--- src/rtl/sine_nco_pkg.sv ---
// Shared types and helpers for the sine NCO sequencer.
// Holds the FSM state enum, the fold result struct, the QUARTER constant,
// the default widths and the quadrant-fold function.
package sine_nco_pkg;

    localparam int unsigned DEF_PHASE_W = 16;
    localparam int unsigned DEF_DATA_W  = 16;

    localparam logic [DEF_PHASE_W-1:0] QUARTER = 16'h4000;

    typedef enum logic [2:0] {
        ST_IDLE,
        ST_ISSUE,
        ST_WAIT,
        ST_ISSUE_C,
        ST_WAIT_C,
        ST_OUT
    } state_t;

    typedef struct packed {
        logic [DEF_PHASE_W-1:0] angle;
        logic                   neg;
    } fold_t;

    // Map a full-circle phase onto 0..QUARTER plus a negate flag for the lower half-plane.
    function automatic fold_t fold(input logic [DEF_PHASE_W-1:0] phase);
        fold_t f;
        f.neg = phase[DEF_PHASE_W-1];
        if (phase[DEF_PHASE_W-2]) begin
            f.angle = QUARTER - {2'b00, phase[DEF_PHASE_W-3:0]};
        end else begin
            f.angle = {2'b00, phase[DEF_PHASE_W-3:0]};
        end
        return f;
    endfunction

endpackage

--- src/rtl/phase_folder.sv ---
// Combinational quadrant fold of a 16-bit binary phase.
// Ports:
//   phase    in   phase, 0x10000 = 360 deg
//   angle_c  out  folded angle 0..0x4000
//   neg_c    out  result must be negated (phase in 180..360 deg)
module phase_folder
    import sine_nco_pkg::*;
(
    input  logic [DEF_PHASE_W-1:0] phase,
    output logic [DEF_PHASE_W-1:0] angle_c,
    output logic                   neg_c
);

    fold_t f;

    assign f       = fold(phase);
    assign angle_c = f.angle;
    assign neg_c   = f.neg;

endmodule

--- src/rtl/sine_nco_sequencer.sv ---
// Phase-accumulator front end and result collector for the CORDIC sine core.
// Advances a binary phase, issues one folded-angle transaction per sample to
// the core, sign-corrects the result and presents it on a valid/ready stream.
// Optional build macro: NCO_COSINE_EN adds Cos_o and a second core
// transaction per sample at phase + 90 deg.
// Ports:
//   Clk_i, Rst_i           clock, synchronous active-low reset
//   En_i                   run enable (level)
//   FreqWord_i             phase increment, applied when a sample is accepted
//   PhaseLoad_i/Init_i     phase load, honoured only while idle
//   CoreStart_o/Angle_o    request to the sine core
//   CoreSine_i/Done_i      result from the sine core
//   Sample_o/Valid_o/Ready_i  output sample stream
//   Busy_o                 FSM not idle
//   Err_o                  sticky core timeout flag
module sine_nco_sequencer
    import sine_nco_pkg::*;
#(
    parameter int unsigned PHASE_W        = DEF_PHASE_W,
    parameter int unsigned DATA_W         = DEF_DATA_W,
    parameter int unsigned TIMEOUT_CYCLES = 64
) (
    input  logic               Clk_i,
    input  logic               Rst_i,
    input  logic               En_i,
    input  logic [PHASE_W-1:0] FreqWord_i,
    input  logic               PhaseLoad_i,
    input  logic [PHASE_W-1:0] PhaseInit_i,
    output logic               CoreStart_o,
    output logic [PHASE_W-1:0] CoreAngle_o,
    input  logic [DATA_W-1:0]  CoreSine_i,
    input  logic               CoreDone_i,
    output logic [DATA_W-1:0]  Sample_o,
    output logic               SampleValid_o,
    input  logic               SampleReady_i,
    output logic               Busy_o,
`ifdef NCO_COSINE_EN
    output logic [DATA_W-1:0]  Cos_o,
`endif
    output logic               Err_o
);

    localparam int unsigned CNT_W = $clog2(TIMEOUT_CYCLES);

    state_t             state_q, state_d;
    logic [PHASE_W-1:0] phase_q, phase_d;
    logic [CNT_W-1:0]   cnt_q, cnt_d;
    logic               neg_q, neg_d;

    logic               start_d;
    logic [PHASE_W-1:0] angle_d;
    logic [DATA_W-1:0]  sample_d;
    logic               valid_d;
    logic               busy_d;
    logic               err_d;
    logic [DATA_W-1:0]  fixed_c;

    logic [PHASE_W-1:0] sin_angle_c;
    logic               sin_neg_c;

    // Fold is taken on the phase that will be live at the next edge, so a
    // back-to-back issue after accept already sees the advanced phase.
    phase_folder u_sin_fold (
        .phase   (phase_d),
        .angle_c (sin_angle_c),
        .neg_c   (sin_neg_c)
    );

`ifdef NCO_COSINE_EN
    logic [PHASE_W-1:0] cos_phase;
    logic [PHASE_W-1:0] cos_angle_c;
    logic               cos_neg_c;
    logic [DATA_W-1:0]  cos_d;

    assign cos_phase = phase_q + QUARTER;

    phase_folder u_cos_fold (
        .phase   (cos_phase),
        .angle_c (cos_angle_c),
        .neg_c   (cos_neg_c)
    );
`endif

    // Core output is non-negative and <= 0x7FFF, so negation cannot overflow.
    assign fixed_c = neg_q ? (~CoreSine_i + DATA_W'(1)) : CoreSine_i;

    // Phase next-value: load only while idle, advance only on accept.
    always_comb begin
        phase_d = phase_q;
        if (state_q == ST_IDLE && PhaseLoad_i) begin
            phase_d = PhaseInit_i;
        end else if (state_q == ST_OUT && SampleValid_o && SampleReady_i) begin
            phase_d = phase_q + FreqWord_i;
        end
    end

    // Next-state and registered-output next values.
    always_comb begin
        state_d  = state_q;
        cnt_d    = cnt_q;
        neg_d    = neg_q;
        start_d  = 1'b0;
        angle_d  = CoreAngle_o;
        sample_d = Sample_o;
        valid_d  = SampleValid_o;
        err_d    = Err_o;
`ifdef NCO_COSINE_EN
        cos_d    = Cos_o;
`endif
        case (state_q)
            ST_IDLE: begin
                if (En_i) begin
                    state_d = ST_ISSUE;
                    start_d = 1'b1;
                    angle_d = sin_angle_c;
                    neg_d   = sin_neg_c;
                end
            end
            ST_ISSUE: begin
                // Counter holds cycles elapsed since the start pulse.
                state_d = ST_WAIT;
                cnt_d   = CNT_W'(1);
            end
            ST_WAIT: begin
                if (CoreDone_i) begin
                    sample_d = fixed_c;
`ifdef NCO_COSINE_EN
                    state_d  = ST_ISSUE_C;
                    start_d  = 1'b1;
                    angle_d  = cos_angle_c;
                    neg_d    = cos_neg_c;
`else
                    state_d  = ST_OUT;
                    valid_d  = 1'b1;
`endif
                end else if (cnt_q == CNT_W'(TIMEOUT_CYCLES - 1)) begin
                    err_d   = 1'b1;
                    state_d = ST_IDLE;
                end else begin
                    cnt_d = cnt_q + CNT_W'(1);
                end
            end
`ifdef NCO_COSINE_EN
            ST_ISSUE_C: begin
                state_d = ST_WAIT_C;
                cnt_d   = CNT_W'(1);
            end
            ST_WAIT_C: begin
                if (CoreDone_i) begin
                    cos_d   = fixed_c;
                    valid_d = 1'b1;
                    state_d = ST_OUT;
                end else if (cnt_q == CNT_W'(TIMEOUT_CYCLES - 1)) begin
                    err_d   = 1'b1;
                    state_d = ST_IDLE;
                end else begin
                    cnt_d = cnt_q + CNT_W'(1);
                end
            end
`endif
            ST_OUT: begin
                if (SampleReady_i) begin
                    valid_d = 1'b0;
                    if (En_i) begin
                        state_d = ST_ISSUE;
                        start_d = 1'b1;
                        angle_d = sin_angle_c;
                        neg_d   = sin_neg_c;
                    end else begin
                        state_d = ST_IDLE;
                    end
                end
            end
            default: begin
                state_d = ST_IDLE;
            end
        endcase
        busy_d = (state_d != ST_IDLE);
    end

    // State register.
    always_ff @(posedge Clk_i) begin
        if (!Rst_i) begin
            state_q <= ST_IDLE;
        end else begin
            state_q <= state_d;
        end
    end

    // Datapath and output registers.
    always_ff @(posedge Clk_i) begin
        if (!Rst_i) begin
            phase_q       <= '0;
            cnt_q         <= '0;
            neg_q         <= 1'b0;
            CoreStart_o   <= 1'b0;
            CoreAngle_o   <= '0;
            Sample_o      <= '0;
            SampleValid_o <= 1'b0;
            Busy_o        <= 1'b0;
            Err_o         <= 1'b0;
`ifdef NCO_COSINE_EN
            Cos_o         <= '0;
`endif
        end else begin
            phase_q       <= phase_d;
            cnt_q         <= cnt_d;
            neg_q         <= neg_d;
            CoreStart_o   <= start_d;
            CoreAngle_o   <= angle_d;
            Sample_o      <= sample_d;
            SampleValid_o <= valid_d;
            Busy_o        <= busy_d;
            Err_o         <= err_d;
`ifdef NCO_COSINE_EN
            Cos_o         <= cos_d;
`endif
        end
    end

endmodule

--- config.mk ---
export PLATFORM = sky130hd
export DESIGN_NAME = sine_nco_sequencer
export DESIGN_NICKNAME = d
export VERILOG_FILES = /design/src/rtl/sine_nco_pkg.sv /design/src/rtl/phase_folder.sv /design/src/rtl/sine_nco_sequencer.sv
export SDC_FILE = /design/constraint.sdc
export NUM_CORES = 1
export LEC_CHECK = 0
export CORE_MARGIN = 10
export CORE_UTILIZATION = 54
export CTS_CLUSTER_SIZE = 12
export DETAILED_ROUTE_END_ITERATION = 16
export GPL_TIMING_DRIVEN = 0
export PLACE_DENSITY = 0.94
export SLEW_MARGIN = 0
export SYNTH_ARGS = -nofsm -noshare
export SYNTH_HDL_FRONTEND = slang
export SYNTH_SLANG_ARGS = --single-unit
--- constraint.sdc ---
create_clock -name Clk_i -period 6.3 [get_ports Clk_i]
set_input_delay 1.575 -clock Clk_i [delete_from_list [all_inputs] [get_ports Clk_i]]
set_output_delay 1.575 -clock Clk_i [all_outputs]
set_load 0.01 [all_outputs]
==> flow_metrics.py, run 1 <==
metrics = {
    "flow_run": {
        "maxCapViolations": 0,
    },
    "worst_setup_path": {
        "arrival_ns": 5.24,
        "crit_path_end_kind": "flip-flop",
        "crit_type": "primary input to flip-flop",
        "cpMostUsedCell": "nor2_1",
        "critPathLaunchType": "primary input",
        "cpPeakStageDelay_ns": 0.42,
        "cp_max_fo": 10,
        "crit_path_cell_trace": "clkdlybuf4s50_1 -> ha_1 -> fa_1 -> a21o_1 -> a221oi_2 -> o21ai_0 -> a32oi_1 -> mux2_2 -> nor2_1 -> buf_2 -> nor2_1 -> xor2_1 -> a21oi_1",
        "crit_family": "compound AO/OA/AOI/OAI gates",
        "critical_path_buf_inv_count": 2,
        "cp_data_required_time_ns": 6.51,
        "slowest_stage": "clkdlybuf4s50_1",
    },
    "power_and_ir_drop": {
        "seq_power_share_pct": 38.8,
        "p_sw_share_pct": 32.13,
        "pwr-share-comb_pct": 29.6,
        "clkPwrFrac_pct": 31.5,
        "power.density_nw_per_um2": 225.3,
        "p_leak_nw": 1.934,
        "ir_drop_uv": 185.5,
        "internal-power_mw": 0.7512,
        "switchingPower_mw": 0.3556,
    },
    "finish": {
        "layout.nets": 639,
        "multiInputGateArea_um2": 2342,
        "register_area_um2": 1221,
        "n_antenna_cell": 0,
        "fillerInstances": 484,
        "final_area_um2": 4912,
        "fin_util_pct": 72.70,
        "drive_gt1_share_pct": 7.881,
        "area_delta_synth_final_pct": 31.30,
    },
    "sta": {
        "clock.fmax_mhz": 198.5,
        "finalCritPeriodShare_pct": 79.98,
        "rsz0062_at_grt": "false",
        "worstMarginPinSlew_ns": 0.7198,
        "finalSetupViolCount": 0,
        "final_hold_viol_count": 0,
        "skew_ns": 0.006440,
        "setup_tns_ns": 0,
        "min_period_ns": 5.038,
        "maxSlewHeadroom_pct": 51.60,
        "fin_hold_ws_ns": 0.4556,
        "slew_violations": 0,
    },
    "synth": {
        "ys.warnings.count": 0,
        "synthFlopType": "dfxtp_1",
        "postSynthCellCount": 468,
        "syn_area_um2": 3741,
        "syn-num-nets": 541,
        "yosysTopAreaCellShare_pct": 32.64,
        "yosysSeqAreaShare_pct": 32.64,
        "synth_seq_cells": 61,
        "synth_top_area_cell": "dfxtp_1",
        "synth.distinct_cells": 65,
        "synth_edf_count": 0,
        "yosys-top-cells-area": "dfxtp_1 33%, ha_1 6.0%, nor2_1 5.4%",
        "async_flop_share_pct": 0,
        "syn_area_per_cell_um2": 7.994,
    },
    "placed_design": {
        "hpwl_mm": 8.681,
        "port_buffers": 87,
        "gp_congestion": 0.8965,
        "dpl_cell_area_um2": 4712,
    },
    "clock_tree": {
        "cts_htree_levels": 3,
        "insertion_delay_ns": 0.34,
        "cts_resized": 0,
        "cts_inserted_buffers": 9,
        "ctsHoldBuffers": 0,
        "root_buffer": "clkbuf_8",
        "postCtsSetupBuffers": 0,
        "cts_tree": "yes",
        "clockBufferDepth": 2,
        "clock_sinks": 61,
        "path_clk_slew_ns": 0.07,
    },
    "global_route": {
        "antenna_found_initial": 0,
        "grt_pass1_wl_mm": 18.77,
        "grt_pass1_vias": 3953,
        "grt_usage_pct": 21.99,
        "globalRouteOverflowTotal": 0,
        "grt_max_degree": 12,
    },
    "die": {
        "dieArea_um2": 10660,
        "pin_count": 90,
        "core_area_um2": 6756,
        "start_util_pct": 55.37,
        "die_h_um": 103.2,
        "rows": 30,
        "die_x_um": 103.2,
    },
    "route": {
        "drt_iter0_drc": 484,
        "drcViolationCount": 0,
        "vias": 3973,
        "drt-total-wl_mm": 11.62,
        "viasPerCell": 6.103,
        "wl_per_cell_um": 17.85,
        "antenna_left": 0,
        "first_pass_iters": 5,
    },
    "min_path": {
        "hp-class": "flip-flop to flip-flop",
    },
    "status": {
        "outcome": "finished, final reports clean",
    },
}
[tightest hold or removal path: stages, from the launching register on]
cell,delay (ns)
dfxtp_1,0.31
nand2_1,0.05
a21oi_1,0.05
[final timing paths]
kind	endpoint	slack (ns)	cells past startpoint	start
max	CoreAngle_o[4]	1.26	13	FreqWord_i[0]
min	Sample_o[8]	0.46	2	Sample_o[8]
max reg2reg	CoreAngle_o[4]	2.61	12	phase_q[0]
min reg2reg	Sample_o[8]	0.46	2	Sample_o[8]
[flip-flops by register name, indices dropped and copies added (netlist names)]
signal and cells:
neg_q 1, Sample_o 16, state_q 3, cnt_q 6
Busy_o 1, phase_q 16, Err_o 1, CoreAngle_o 15
SampleValid_o 1, CoreStart_o 1
[layout by cell type, fill, tap and decap left out, drive strengths merged, types with 16 or more instances in the layout]
cell,count
a21oi,39
dfxtp,61
ha,18
xnor2,16
nand2,49
clkdlybuf4s50,87
nor2,55
o21ai,33
xor2,16
clkbuf,26
nand3,23
[cells in the mapped netlist, types with 3 or more instances]
cell and count:
buf_2 4, a21o_1 4, o21a_1 3, nand4_1 3
nor2b_1 4, buf_6 4, o21ai_1 8, a21oi_2 3
nor3_1 11, o211ai_1 5, nor2_1 54, o31ai_1 5
mux2i_1 3, and2_1 3, xnor2_1 16, nand2_1 48
clkbuf_1 16, nor3b_1 3, or3_1 6, a211oi_1 9
and3_1 15, xor2_1 16, inv_1 10, a21oi_1 35
ha_1 18, dfxtp_1 61, nand3_1 23, o21ai_0 25
a31oi_1 4
[power by group through the flow]
stage | clock network, mW | registers (mW) | logic [mW]
after floorplan | 0 | 0.441 | 0.190
after global placement | 0 | 0.436 | 0.304
after detailed placement | 0 | 0.437 | 0.314
after CTS | 0.351 | 0.429 | 0.321
after global routing | 0.366 | 0.432 | 0.355
final | 0.349 | 0.430 | 0.328
[per-layer routing]
metal  global-route usage, %  share of wire [%]  vias up
li1                        -                  -     1869
met1                   23.88                 39     1840
met2                   38.52                 47      234
met3                   8.106                 12       30
met4                   7.594                2.2        0
met5                       0                  0        -
[cells by family after synthesis]
family	Yosys count	share of synthesized area [%]
xor+xnor	32	7.491
buf+inv	36	4.749
other cells	1	0.1002
simple gates	188	24.82
fa+ha+maj	19	6.555
compound gates	127	22.54
flops	61	32.64
mux	4	1.104
[through the flow]
stage	instances	power, mW	setup WS [ns]
global placement	635	0.7400	1.190
CTS	651	1.100	1.362
detailed placement	635	0.7514	1.083
global route	651	1.152	1.127
floorplan	468	0.6309	2.025
finish	651	1.107	1.262
[final cells by class]
class	instances	area share, %
timing repair buffer	87	17.73
sequential	61	24.86
inverter	10	0.7641
multi-input combinational	371	47.68
buffer	26	2.853
tap	80	2.038
clock buffer	10	2.802
clock inverter	6	1.274
(Power assumes the default switching activity.)
==> inputs of run 2 (changes only) <==
Settings changed: CORE_UTILIZATION 54 to 45, PLACE_DENSITY 0.94 to 0.84.
Clock period 6.3 ns to 4.1 ns, I/O delays scaled along.
==> run 2 against run 1 <==
  * Via count fell by 4.7%
  * Cell count rose by 3.8%
  * First-iteration DRC count fell by 44%
  * Critical path depth shrank 1
  * Total power rose by 55%
  * Register-to-register slack got worse by 1.7 ns
  * Sequential share of layout area fell by 0.44 points
  * Final area up 1.8%
  * Core utilization is 11 points lower
  * Wire length down 3.1%
  * Die area is 16% higher
  * Sequential power rose by 53%
  * Critical path type unchanged
  * Largest power group unchanged
  * Highest routed layer unchanged
==> flow_metrics.py, run 2 (same netlist as run 1, synthesis figures left out) <==
metrics = {
    "status": {
        "outcome": "finished, final reports clean",
    },
    "min_path": {
        "hold_path_startpoint": "CoreAngle_o[14]",
        "whs_path_depth": 2,
        "hp-class": "flip-flop to flip-flop",
        "hold_end": "CoreAngle_o[14]",
    },
    "sta": {
        "finalSetupViolCount": 0,
        "skew_ns": 0.006280,
        "setup_ws_ns": 0.1352,
        "worstMarginPinSlew_ns": 0.6635,
        "slew_violations": 0,
        "setup_tns_ns": 0,
        "min_period_ns": 3.965,
        "fin_hold_ws_ns": 0.4580,
        "rsz0062_at_grt": "false",
        "final_hold_viol_count": 0,
        "finalCritPeriodShare_pct": 96.70,
        "maxSlewHeadroom_pct": 55.39,
        "clock.fmax_mhz": 252.2,
    },
    "global_route": {
        "grt_max_degree": 11,
        "grt_pass1_wl_mm": 18.27,
        "grt_pass1_vias": 3796,
        "grt_usage_pct": 17.38,
        "globalRouteOverflowTotal": 0,
        "antenna_found_initial": 0,
    },
    "power_and_ir_drop": {
        "ir_drop_uv": 267.1,
        "p_leak_nw": 1.962,
        "internal-power_mw": 1.175,
        "p_sw_share_pct": 31.28,
        "seq_power_share_pct": 38.6,
        "power.density_nw_per_um2": 342.1,
        "switchingPower_mw": 0.5351,
        "clkPwrFrac_pct": 31.6,
        "total_power_mw": 1.711,
        "pwr-share-comb_pct": 29.8,
    },
    "finish": {
        "fillerInstances": 714,
        "final_area_um2": 5000,
        "layout.nets": 640,
        "area_delta_synth_final_pct": 33.65,
        "n_antenna_cell": 0,
        "drive_gt1_share_pct": 9.107,
        "final_common_cell": "clkdlybuf4s50_1",
        "fin_cells": 676,
        "fin_util_pct": 61.47,
        "largestRegisters": "Sample_o x16, phase_q x16, CoreAngle_o x15",
        "most-common-layout-cells": "87 x clkdlybuf4s50_1, 61 x dfxtp_1, 53 x nor2_1, 48 x nand2_1, 34 x a21oi_1",
    },
    "worst_setup_path": {
        "cp_max_fo": 6,
        "crit_path_end_kind": "flip-flop",
        "rrSetupSlack_ns": 0.96,
        "cp_data_required_time_ns": 4.30,
        "arrival_ns": 4.16,
        "rr_worst_depth": 11,
        "r2r_end": "CoreAngle_o[13]",
        "crit_start": "FreqWord_i[0]",
        "r2r-start": "phase_q[0]",
        "critPathLaunchType": "primary input",
        "crit_type": "primary input to flip-flop",
    },
    "route": {
        "drt-total-wl_mm": 11.25,
        "vias": 3786,
        "drt_iter0_drc": 271,
        "antenna_left": 0,
        "drcViolationCount": 0,
        "viasPerCell": 5.601,
        "first_pass_iters": 6,
        "wl_per_cell_um": 16.65,
    },
    "clock_tree": {
        "insertion_delay_ns": 0.33,
        "root_buffer": "clkbuf_8",
        "clockBufferDepth": 2,
        "path_clk_slew_ns": 0.07,
        "cts_htree_levels": 3,
        "clock_sinks": 61,
        "cts_tree": "yes",
        "cts_inserted_buffers": 9,
        "ctsHoldBuffers": 0,
    },
    "placed_design": {
        "place_ws_ns": -0.5333,
        "placed_cells": 660,
        "port_buffers": 87,
        "dpl_cell_area_um2": 4743,
        "gp_congestion": 0.9147,
        "hpwl_mm": 8.716,
    },
    "die": {
        "pin_count": 90,
        "die_h_um": 111.2,
        "dieArea_um2": 12360,
        "start_util_pct": 45.99,
        "core_area_um2": 8134,
        "die_x_um": 111.2,
        "rows": 33,
    },
    "flow_run": {
        "maxCapViolations": 0,
    },
}
[run 2: timing repair]
item	in CTS	in global routing
pin swaps	0	6
setup endpoints to repair	11	11
setup buffers	0	1
endpoints found under the hold margin	0	0
resized for setup	4	9
[run 2: power groups by stage]
stage                     clock [mW]  sequential, mW  combinational (mW)
after floorplan                    0           0.677               0.292
after global placement             0           0.670               0.472
after detailed placement           0           0.672               0.484
after CTS                      0.546           0.659               0.495
after global routing           0.572           0.664               0.560
final                          0.541           0.660               0.510
[run 2: worst max-delay path by stage]
stage                 endpoint  cells past startpoint
2_1_floorplan  CoreAngle_o[13]                     11
3_3_place_gp    CoreAngle_o[7]                     13
3_5_place_dp    CoreAngle_o[7]                     13
4_1_cts        CoreAngle_o[13]                     12
5_1_grt        CoreAngle_o[14]                     11
6_report       CoreAngle_o[13]                     12
[run 2: worst max-delay path, stage by stage]
cell and delay (ns):
clkdlybuf4s50_1 0.42, ha_1 0.23, fa_2 0.36, a21o_1 0.23
a221oi_4 0.36, o21ai_1 0.16, a32oi_2 0.26, mux2_4 0.36
nor2_4 0.19, and4b_1 0.21, a221oi_1 0.24, a31oi_1 0.12
[run 2: metal layers]
metal  GRT usage [%]  vias to the layer above  part of all wire (%)
li1                -                     1875                     -
met1           20.74                     1726                    43
met2           28.37                      163                    46
met3           6.223                       22                   9.3
met4           5.398                        0                   1.6
met5               0                        -                     0
[run 2: layout make-up]
cell class,count,area (um2),area share [%]
Multi-Input combinational cell,371,2390,47.80
Clock inverter,4,47.55,0.9510
Inverter,10,37.54,0.7508
Timing Repair Buffer,88,878.3,17.57
Clock buffer,11,151.4,3.028
Buffer,26,142.6,2.853
Tap cell,105,131.4,2.628
Sequential cell,61,1221,24.42
==> inputs of run 3 (changes only) <==
Settings changed: CORE_MARGIN 10 to 2.
==> run 3 against run 2 <==
  * Combinational power grew 3%
  * First-iteration DRC count shrank 0.74%
  * Largest power group unchanged
  * Core utilization is 0.98 points higher
  * Clock skew is 0.0025 ns higher
  * Total power rose by 4.7%
  * Wire length down 1.2%
==> flow_metrics.py, run 3 (same netlist as run 1, synthesis figures left out) <==
metrics = {
    "clock_tree": {
        "ctsHoldBuffers": 0,
        "insertion_delay_ns": 0.33,
        "cts_inserted_buffers": 9,
        "cts_tree": "yes",
        "clockBufferDepth": 2,
        "root_buffer": "clkbuf_8",
        "cts_htree_levels": 3,
        "path_clk_slew_ns": 0.07,
        "clock_sinks": 61,
    },
    "worst_setup_path": {
        "cpPeakStageDelay_ns": 0.47,
        "rr_worst_depth": 14,
        "cp_max_fo": 5,
        "crit_path_cell_trace": "clkdlybuf4s50_1 -> ha_1 -> a211oi_1 -> o21bai_1 -> o211a_1 -> o22ai_1 -> mux2i_1 -> a211oi_2 -> o21ai_1 -> or4_1 -> a21oi_2",
        "critPathLaunchType": "primary input",
        "cp_data_required_time_ns": 4.37,
        "arrival_ns": 4.26,
        "slowest_stage": "clkdlybuf4s50_1",
        "crit_path_end_kind": "flip-flop",
        "crit_type": "primary input to flip-flop",
    },
    "finish": {
        "most-common-layout-cells": "87 x clkdlybuf4s50_1, 61 x dfxtp_1, 53 x nor2_1, 48 x nand2_1, 34 x a21oi_1",
        "final_area_um2": 5080,
        "area_delta_synth_final_pct": 35.79,
        "drive_gt1_share_pct": 10.07,
        "fillerInstances": 673,
        "layout.nets": 644,
        "largestRegisters": "Sample_o x16, phase_q x16, CoreAngle_o x15",
        "register_area_um2": 1221,
        "fin_util_pct": 62.45,
        "final_common_cell": "clkdlybuf4s50_1",
        "n_antenna_cell": 0,
        "multiInputGateArea_um2": 2411,
        "fin_cells": 681,
    },
    "global_route": {
        "globalRouteOverflowTotal": 0,
        "antenna_found_initial": 0,
        "grt_pass1_wl_mm": 17.19,
        "grt_pass1_vias": 3719,
        "grt_max_degree": 11,
        "grt_usage_pct": 24.22,
    },
    "route": {
        "vias": 3865,
        "viasPerCell": 5.675,
        "first_pass_iters": 6,
        "drt_iter0_drc": 269,
        "drt-total-wl_mm": 11.12,
        "drcViolationCount": 0,
        "antenna_left": 0,
        "wl_per_cell_um": 16.33,
    },
    "sta": {
        "finalCritPeriodShare_pct": 97.47,
        "maxSlewHeadroom_pct": 53.08,
        "fin_hold_ws_ns": 0.4676,
        "final_hold_viol_count": 0,
        "min_period_ns": 3.996,
        "skew_ns": 0.008765,
        "finalSetupViolCount": 0,
        "slew_violations": 0,
        "clock.fmax_mhz": 250.2,
        "worstMarginPinSlew_ns": 0.6979,
    },
    "power_and_ir_drop": {
        "power.density_nw_per_um2": 352.4,
        "ir_drop_uv": 188.0,
        "p_leak_nw": 2.002,
    },
    "placed_design": {
        "gp_congestion": 0.8890,
        "placed_cells": 660,
        "dpl_cell_area_um2": 4743,
        "port_buffers": 87,
        "hpwl_mm": 8.249,
    },
    "die": {
        "core_area_um2": 8134,
        "pin_count": 90,
        "die_x_um": 95.18,
        "die_h_um": 95.18,
        "rows": 33,
        "start_util_pct": 45.99,
        "dieArea_um2": 9059,
    },
    "min_path": {
        "hp-class": "flip-flop to flip-flop",
        "whs_path_depth": 2,
    },
    "flow_run": {
        "maxCapViolations": 0,
    },
    "status": {
        "outcome": "finished, final reports clean",
    },
}
[run 3: cell count changes in the layout (fill, tap and decap cells not counted), sizes merged]
| cell | previous run | this run |
|---|---|---|
| bufinv | 1 | 2 |
| clkbuf | 27 | 30 |
| buf | 11 | 13 |
| clkinvlp | 1 | 0 |
[run 3: final cells by class]
| class | count | area share, % |
|---|---|---|
| clock inverter | 4 | 1.379 |
| buffer | 26 | 2.857 |
| inverter | 10 | 0.7389 |
| tap | 105 | 2.586 |
| sequential | 61 | 24.04 |
| multi-input combinational | 371 | 47.46 |
| timing repair buffer | 92 | 17.88 |
| clock buffer | 12 | 3.054 |
[run 3: critical path, delay by kind of cell]
family                   cells  cell delay [ns]
AO/OA/AOI/OAI                7             1.83
adder cells (fa/ha/maj)      1             0.31
buffers and inverters        1             0.47
multiplexers                 1             0.16
AND/OR/NAND/NOR              1             0.47
[run 3: power by group]
group          internal, mW  switching [mW]
sequential            0.634          0.0271
combinational         0.242           0.283
clock                 0.374           0.231
[run 3: metrics by stage]
stage	total power [mW]	setup WS (ns)	setup TNS (ns)
floorplan	0.9695	0.3752	0
global placement	1.140	-0.4942	-5.351
detailed placement	1.155	-0.6155	-6.240
CTS	1.764	0.03946	0
global route	1.866	-0.03769	-0.03769
finish	1.790	0.1037	0
[run 3: final timing paths]
kind | endpoint | from | slack [ns]
worst max-delay path | CoreAngle_o[14] | FreqWord_i[1] | 0.10
worst min register to register | Sample_o[8] | Sample_o[8] | 0.47
worst min-delay path | Sample_o[8] | Sample_o[8] | 0.47
worst max register to register | CoreAngle_o[12] | state_q[0] | 0.82
[run 3: per-layer routing]
metal | track usage [%] | vias up | routed length, um | part of all wire [%]
met2 | 40.55 | 150 | 5353 | 48
met5 | 0 | - | 0 | 0
met1 | 29.34 | 1797 | 4692 | 42
met3 | 6.640 | 28 | 851 | 7.7
met4 | 9.783 | 0 | 222 | 2.0
li1 | - | 1890 | - | -
[run 3: what timing repair did]
action                                  in CTS  in global routing
pin swaps                                    0                  9
buffers inserted                             0                  5
endpoints found under the setup margin      11                 10
gates resized for setup                      5                 12
cloned                                       0                  0
==> patch (config.mk and constraints of run 1) <==
`Sample_o` no longer has a reset.
--- a/src/rtl/sine_nco_sequencer.sv
+++ b/src/rtl/sine_nco_sequencer.sv
@@ -197,3 +197,2 @@
             CoreAngle_o   <= '0;
-            Sample_o      <= '0;
             SampleValid_o <= 1'b0;
@@ -210,3 +209,2 @@
             CoreAngle_o   <= angle_d;
-            Sample_o      <= sample_d;
             SampleValid_o <= valid_d;
@@ -220,2 +218,6 @@
 
+    always_ff @(posedge Clk_i) begin
+        Sample_o <= sample_d;
+    end
+
 endmodule
Check against the original RTL: differs if Rst_i is asserted again (counterexample within 4 cycles, from zero or initial values and one cycle with Rst_i low); with Rst_i held inactive, the same outputs for 4 cycles.
==> patch against run 1 <==
Synthesized area grew 0.70%; count of clock-buffer cells in the layout rose by 1; design area rose by 1.1%; synthesized cell count down 8.3%; power up 1.0%; clock power fell by 4%; sequential cell count stayed put; core utilization is 0.41 points higher; routed wire length fell by 1.0%; worst setup slack got worse by 220 ps; critical path type unchanged.
==> patch: results (changes against run 1) <==
| Metric | Value |
|---|---|
| CP max stage delay | 520 ps (+100 ps) |
| RePlAce Congestion | 0.9569 (+6.7%) |
| Lkg Pwr | 1.892 nW (-2.2%) |
| Number of instances in the placed design | 614 (-3.3%) |
| GRT Util Overall | 0.2080 (-0.01185) |
| Worst Tran Pin Value | 688.3 ps (-31.53 ps) |
| Largest net degree at the start of global routing | 15 (+3) |
| Worst Skew | 10.49 ps (+4.051 ps) |
| DP Wirelength | 8.844 mm (+1.9%) |
| Cell area power density | 225.2 nW/µm² (about the same) |
| Port buffer count | 88 (+1.1%) |
| Number of global-route vias before repair | 3,797 (-3.9%) |
| Cell count after synthesis | 429 (-8.3%) |
| Nets | 602 (-5.8%) |
| Net Count, Synth | 502 (-7.2%) |
| WL met3 | 915 µm (-35%) |
| Initial DRC count | 298 (-38%) |
| Sequential area share after synthesis | 0.3667 (+0.04023) |
| Met3 GRT Util | 0.05019 (-0.03088) |
| First-pass GRT wire length | 18.71 mm (-0.37%) |
| Cell variety after synth | 73 (+12%) |
| Status | finished clean |
| Power Clock | 0.335 mW (-4%) |
| Vias/cell | 6.000 (-1.7%) |
| Pre-CTS setup slack | 758.8 ps (-324.4 ps) |
| Synth area leaders | dfxtp_1 (24%), edfxtp_1 (13%), ha_1 (6.0%), nor2_1 (4.9%), xnor2_1 (4.6%) |
| Slowest CP cell | or4b_4 |
| Max FO, Critical Path | 4 (-6) |
| Met1 GRT Util | 0.2308 (-0.007979) |
| Total sequential power | 0.450 mW (+4.7%) |
| Internal | 0.7685 mW (+2.3%) |
[patch: cell types whose count changed in the layout (fill, tap and decap cells not counted), moves of 5 or more]
cell,before,now
nand2_1,48,41
nand3_1,23,16
nor2_1,54,49
xor2_1,16,10
o21ai_1,8,1
edfxtp_1,0,16
and3_1,15,5
dfxtp_1,61,45
clkbuf_1,16,10
[patch: path summary, 6_finish.rpt]
| kind | end | startpoint | slack (ps) | cells after the start |
|---|---|---|---|---|
| worst max-delay path | CoreAngle_o[12]$_SDFFE_PN0P_ | FreqWord_i[0] | 1040 | 12 |
| worst min-delay path | CoreAngle_o[14]$_SDFFE_PN0P_ | CoreAngle_o[14]$_SDFFE_PN0P_ | 470 | 2 |
| worst max register to register | CoreAngle_o[12]$_SDFFE_PN0P_ | phase_q[0]$_SDFF_PN0_ | 2410 | 11 |
| worst min register to register | CoreAngle_o[14]$_SDFFE_PN0P_ | CoreAngle_o[14]$_SDFFE_PN0P_ | 470 | 2 |
[patch: cell type report]
| cell class | count | area [µm²] | share of cell area |
|---|---|---|---|
| inverter | 10 | 37.54 | 0.007557 |
| timing repair buffer | 89 | 892.1 | 0.1796 |
| sequential | 61 | 1381 | 0.2781 |
| clock buffer | 11 | 131.4 | 0.02645 |
| tap | 96 | 120.1 | 0.02418 |
| clock inverter | 5 | 51.30 | 0.01033 |
| buffer | 20 | 135.1 | 0.02720 |
| multi-input combinational | 338 | 2218 | 0.4466 |
[patch: logic make-up after synthesis]
logic type,count (synthesis),share of synthesized area
AO/OA/AOI/OAI,119,0.2099
flip-flops,61,0.3667
AND/OR/NAND/NOR,166,0.2335
multiplexers,3,0.008303
adder cells (fa/ha/maj),19,0.06510
XOR/XNOR,30,0.06974
buffers and inverters,30,0.04583
other,1,0.0009954
